==> config.mk <==
export PLATFORM = sky130hd
export DESIGN_NAME = cache_mem_arbiter
export DESIGN_NICKNAME = d
export VERILOG_FILES = /design/src/rtl/cache_mem_arbiter.sv
export SDC_FILE = /design/constraint.sdc
export NUM_CORES = 1
export LEC_CHECK = 0
export BUFFER_PORTS_ARGS = -buffer_cell sky130_fd_sc_hd__buf_4
export CORE_AREA = 2 2 142 144
export DETAILED_ROUTE_END_ITERATION = 10
export DIE_AREA = 0 0 144 146
export PLACE_DENSITY = 0.47
export SYNTH_ARGS = -nofsm -noshare
export SYNTH_HDL_FRONTEND = slang
export SYNTH_SLANG_ARGS = --single-unit
==> constraint.sdc <==
create_clock -name clk -period 2.3 [get_ports clk]
set_input_delay 0.115 -clock clk [delete_from_list [all_inputs] [get_ports clk]]
set_output_delay 0.115 -clock clk [all_outputs]
set_load 0.005 [all_outputs]
==> src/rtl/cache_mem_arbiter.sv <==
// Shares one main-memory port between the I-cache and D-cache refill/write-back paths.
// Optional statistics counters are built only when CACHE_ARB_STATS_EN is defined.
//
// state | meaning
// IDLE  | no owner; arbitrate between i_req and d_req this cycle
// BURST | owner's burst in progress, one beat per mem_ready
module cache_mem_arbiter #(
    parameter int BLOCK_WORDS  = 4,
    parameter int MAX_D_STREAK = 4
) (
    input  logic        clk,
    input  logic        reset,
    input  logic        i_req,
    input  logic [31:0] i_addr,
    output logic        i_rvalid,
    output logic [31:0] i_rdata,
    output logic        i_done,
    input  logic        d_req,
    input  logic        d_we,
    input  logic [31:0] d_addr,
    input  logic [31:0] d_wdata,
    output logic        d_wready,
    output logic        d_rvalid,
    output logic [31:0] d_rdata,
    output logic        d_done,
    output logic        mem_req,
    output logic        mem_we,
    output logic [31:0] mem_addr,
    output logic [31:0] mem_wdata,
    input  logic        mem_ready,
    input  logic [31:0] mem_rdata,
    output logic [31:0] stat_i_grants,
    output logic [31:0] stat_d_grants,
    output logic [31:0] stat_wait_cycles
);

    localparam int BW = $clog2(BLOCK_WORDS);
    localparam int SW = $clog2(MAX_D_STREAK + 1);
    localparam logic [BW-1:0] LAST_BEAT  = BW'(BLOCK_WORDS - 1);
    localparam logic [SW-1:0] STREAK_MAX = SW'(MAX_D_STREAK);
    // Clears the word-in-block and byte-in-word bits of a request address.
    localparam logic [31:0] ALIGN_MASK = ~((32'(BLOCK_WORDS) << 2) - 32'd1);

    typedef enum logic {IDLE, BURST} state_t;

    state_t        state;
    logic          owner_d;
    logic          we;
    logic [31:0]   base;
    logic [BW-1:0] beat;
    logic [SW-1:0] streak;

    logic grant_d;
    logic grant_i;
    logic burst;
    logic beat_done;
    logic last_beat;

    always_comb begin
        burst     = (state == BURST);
        grant_d   = (state == IDLE) && d_req && (!i_req || (streak != STREAK_MAX));
        grant_i   = (state == IDLE) && i_req && !grant_d;
        beat_done = burst && mem_ready;
        last_beat = beat_done && (beat == LAST_BEAT);
    end

    always_ff @(posedge clk or negedge reset) begin
        if (!reset) begin
            state   <= IDLE;
            owner_d <= 1'b0;
            we      <= 1'b0;
            base    <= 32'd0;
            beat    <= '0;
            streak  <= '0;
        end else begin
            case (state)
                IDLE: begin
                    if (grant_d) begin
                        owner_d <= 1'b1;
                        we      <= d_we;
                        base    <= d_addr & ALIGN_MASK;
                        beat    <= '0;
                        state   <= BURST;
                        if (i_req && (streak != STREAK_MAX))
                            streak <= streak + SW'(1);
                    end else if (grant_i) begin
                        owner_d <= 1'b0;
                        we      <= 1'b0;
                        base    <= i_addr & ALIGN_MASK;
                        beat    <= '0;
                        streak  <= '0;
                        state   <= BURST;
                    end
                end
                BURST: begin
                    if (mem_ready) begin
                        beat <= beat + BW'(1);
                        if (beat == LAST_BEAT)
                            state <= IDLE;
                    end
                end
                default: state <= IDLE;
            endcase
        end
    end

    // Everything below derives from registered state, so reset clears it at once.
    always_comb begin
        mem_req   = burst;
        mem_we    = burst && we;
        mem_addr  = burst ? (base + (32'(beat) << 2)) : 32'd0;
        mem_wdata = (burst && owner_d && we) ? d_wdata : 32'd0;

        i_rvalid  = beat_done && !owner_d;
        i_rdata   = i_rvalid ? mem_rdata : 32'd0;
        i_done    = last_beat && !owner_d;

        d_rvalid  = beat_done && owner_d && !we;
        d_wready  = beat_done && owner_d && we;
        d_rdata   = d_rvalid ? mem_rdata : 32'd0;
        d_done    = last_beat && owner_d;
    end

`ifdef CACHE_ARB_STATS_EN
    logic i_wait;
    logic d_wait;

    // A requester waits whenever it is asserted but is not the current burst owner.
    always_comb begin
        i_wait = i_req && !(burst && !owner_d);
        d_wait = d_req && !(burst && owner_d);
    end

    always_ff @(posedge clk or negedge reset) begin
        if (!reset) begin
            stat_i_grants    <= 32'd0;
            stat_d_grants    <= 32'd0;
            stat_wait_cycles <= 32'd0;
        end else begin
            if (grant_i)
                stat_i_grants <= stat_i_grants + 32'd1;
            if (grant_d)
                stat_d_grants <= stat_d_grants + 32'd1;
            if (i_wait || d_wait)
                stat_wait_cycles <= stat_wait_cycles + 32'd1;
        end
    end
`else
    assign stat_i_grants    = 32'd0;
    assign stat_d_grants    = 32'd0;
    assign stat_wait_cycles = 32'd0;
`endif

endmodule

==> results.toml <==
[worst_hold_path]
worstHoldPathCells = 2
hold_class = "in2reg"

[detailed_routing]
viasPerCell = 3.62
drt-total-wl_um = 12600
route.detailed.drc = 0
antenna_left = 0
dr.pass1.iters = 4
wl_per_cell_um = 13.1
dr_total_vias = 3472
drtIter0Drc = 68

[cts]
cts_setup_buffers = 0
clock_sinks = 36
numCtsBuffers = 5
worstSkewPairLatency_ps = 280
clockBufferDepth = 2
hold_buffers = 1
htreeDepth = 2
cts_tree = "done"
clk_pin_slew_ps = 60
cts-root-buf = "clkbuf_16"
cts_resized = 0

[floorplan]
core_area_um2 = 19300
die_w_um = 144
io-pin-count = 365
die_h_um = 146
fp-row-count = 51
dieArea_um2 = 21000
start_util_pct = 17.6

[run_status]
status = "finished clean"

[synthesis]
seq_area_frac_synth_pct = 26.5
synth_cells = 444
synth-xor-area-share_pct = 0
synth.area.top_cells = "dfrtp_1 (26%), and2_1 (24%), buf_4 (23%)"
synthAdderAreaFrac_pct = 1.10
syn_area_per_cell_um2 = 7.67
post_synth_num_cell_types = 28
synth_top_area_cell = "dfrtp_1"
synth_compound_area_share_pct = 15.4
syn_area_um2 = 3400
ys_warn_count = 0
muxShareOfSynthArea_pct = 0
synth_seq_cells = 36
yosysTopAreaCellShare_pct = 26.5
synthSimpleGateAreaFrac_pct = 30.4
synth_top_family_by_area = "simple AND/OR/NAND/NOR gates"

[place]
io_buffer_count = 258
dp_hpwl_um = 9880
place_congestion = 0.709

[global_route]
grt_antenna_before_repair = 0
grt_pass1_vias = 3171
grt_pass1_wl_um = 17900
grt_max_degree = 37
grt.total_usage_pct = 10.8
gr-total-overflow = 0

[sta]
period_share_pct = 91.7
max_freq_mhz = 474
hold_violations = 0
tightest_slew_ps = 650
fin_setup_tns_ps = 0
finalCriticalPeriod_ps = 2110
setup_viol = 0
slew_headroom_pct = 56.7
skew_ps = 7.02
rsz0062_at_grt = "no"
maxSlewViolCount = 0

[power]
leakage_nw = 2.83
design_power_total_w = 0.00482
ir_worst_vdd_v = 0.000405
power_per_cell_area_nw_per_um2 = 893

[setup_path]
cpMostUsedCell = "buf_4"
critPathMaxFanout = 33
cp_slowest_cell = "dfrtp_1"
cp-end-kind = "output pin"
crit_chain = "nand2_1 -> nor3b_2 -> buf_4 -> and2_1 -> buf_4"
critPathMaxStageDelay_ps = 610
critical_path_class = "reg2out"
worstRegToRegCells = 5
cp.arrival_ps = 1990
start_kind = "register"
crit_required_ps = 2180

[layout]
final_common_cell = "buf_4"
drive_gt1_share_pct = 40.8
antennaDiodeCount = 0
nets = 830
syn2layout_area_growth_pct = 58.7
mostFrequentLayoutCells = "buf_4 (273), and2_1 (129), conb_1 (98), dfrtp_1 (36), nor2_1 (30)"

[job]
drv_cap = 0
[state kept, by name, summed over array words and instances (netlist names)]
name and flops:
owner_d 1, we 1, mem_req 1, beat 2
base 28, streak 3
[worst max-delay path: cells and delay by family, from the launching register on]
| kind | cells | cell delay [ps] |
|---|---|---|
| buf+inv | 2 | 400 |
| flops | 1 | 610 |
| simple gates | 3 | 710 |
[logic make-up (layout without fill, tap and decap cells)]
group,count (synthesis),count (layout)
AND/OR/NAND/NOR,180,180
other,1,98
buffers and inverters,132,284
AO/OA/AOI/OAI,92,92
flip-flops,36,36
adder cells (fa/ha/maj),3,3
[cell usage after synthesis (all sizes together)]
master	count
and2	130
buf	117
dfrtp	36
nor2	31
o21ai	30
a21oi	28
a31oi	28
clkbuf	12
nand2	7
nand3	5
ha	3
inv	3
and3	2
nand2b	2
a21o	1
a22o	1
a311o	1
a32o	1
conb	1
nor2b	1
nor3b	1
nor4	1
o21ba	1
o21bai	1
[per-stage QoR]
stage          setup WS (ps)  area, um^2  hold slack (ps)  instances  utilization [%]
6_report                 192        5400             62.2        958             27.9
3_5_place_dp             362        5260              134        950             27.2
3_3_place_gp             374        5260              135        950             27.2
4_1_cts                  157        5400             51.6        958             27.9
5_1_grt                 8.27        5400             75.8        958             27.9
2_1_floorplan            928        3770             -181        541                -
[path summary, 6_finish.rpt]
check                              end  slack (ps)       from
setup / recovery           d_rdata[31]         190    mem_req
hold / removal                      we          60       d_we
setup reg to reg             streak[2]         380  streak[0]
hold reg to reg              streak[0]         510  streak[0]
max in group asynchronous     base[19]        1590      reset
min in group asynchronous     base[18]         360      reset
[routing by layer]
metal | vias up | GRT usage [%] | part of all wire, %
met1 | 1535 | 13.4 | 40
met5 | - | 0 | 0
li1 | 1742 | - | -
met2 | 191 | 18.7 | 49
met3 | 4 | 3.46 | 11
met4 | 0 | 1.62 | 0.53
[where the power goes]
group	total, W	switching [W]	internal, W	leakage (nW)
sequential	0.00114	0.000199	0.000941	0.408
combinational	0.00302	0.00138	0.00164	2.35
clock	0.000661	0.000266	0.000394	0.0667
[cell type report]
| type | count | area [um^2] |
|---|---|---|
| Inverter | 3 | 11.3 |
| Clock inverter | 1 | 5.00 |
| Multi-Input combinational cell | 373 | 1960 |
| Sequential cell | 36 | 901 |
| Tap cell | 265 | 332 |
| Fill cell | 2139 | 13900 |
| Clock buffer | 6 | 129 |
| Timing Repair Buffer | 274 | 2060 |
No activity file was read; power rests on OpenSTA's default activity.
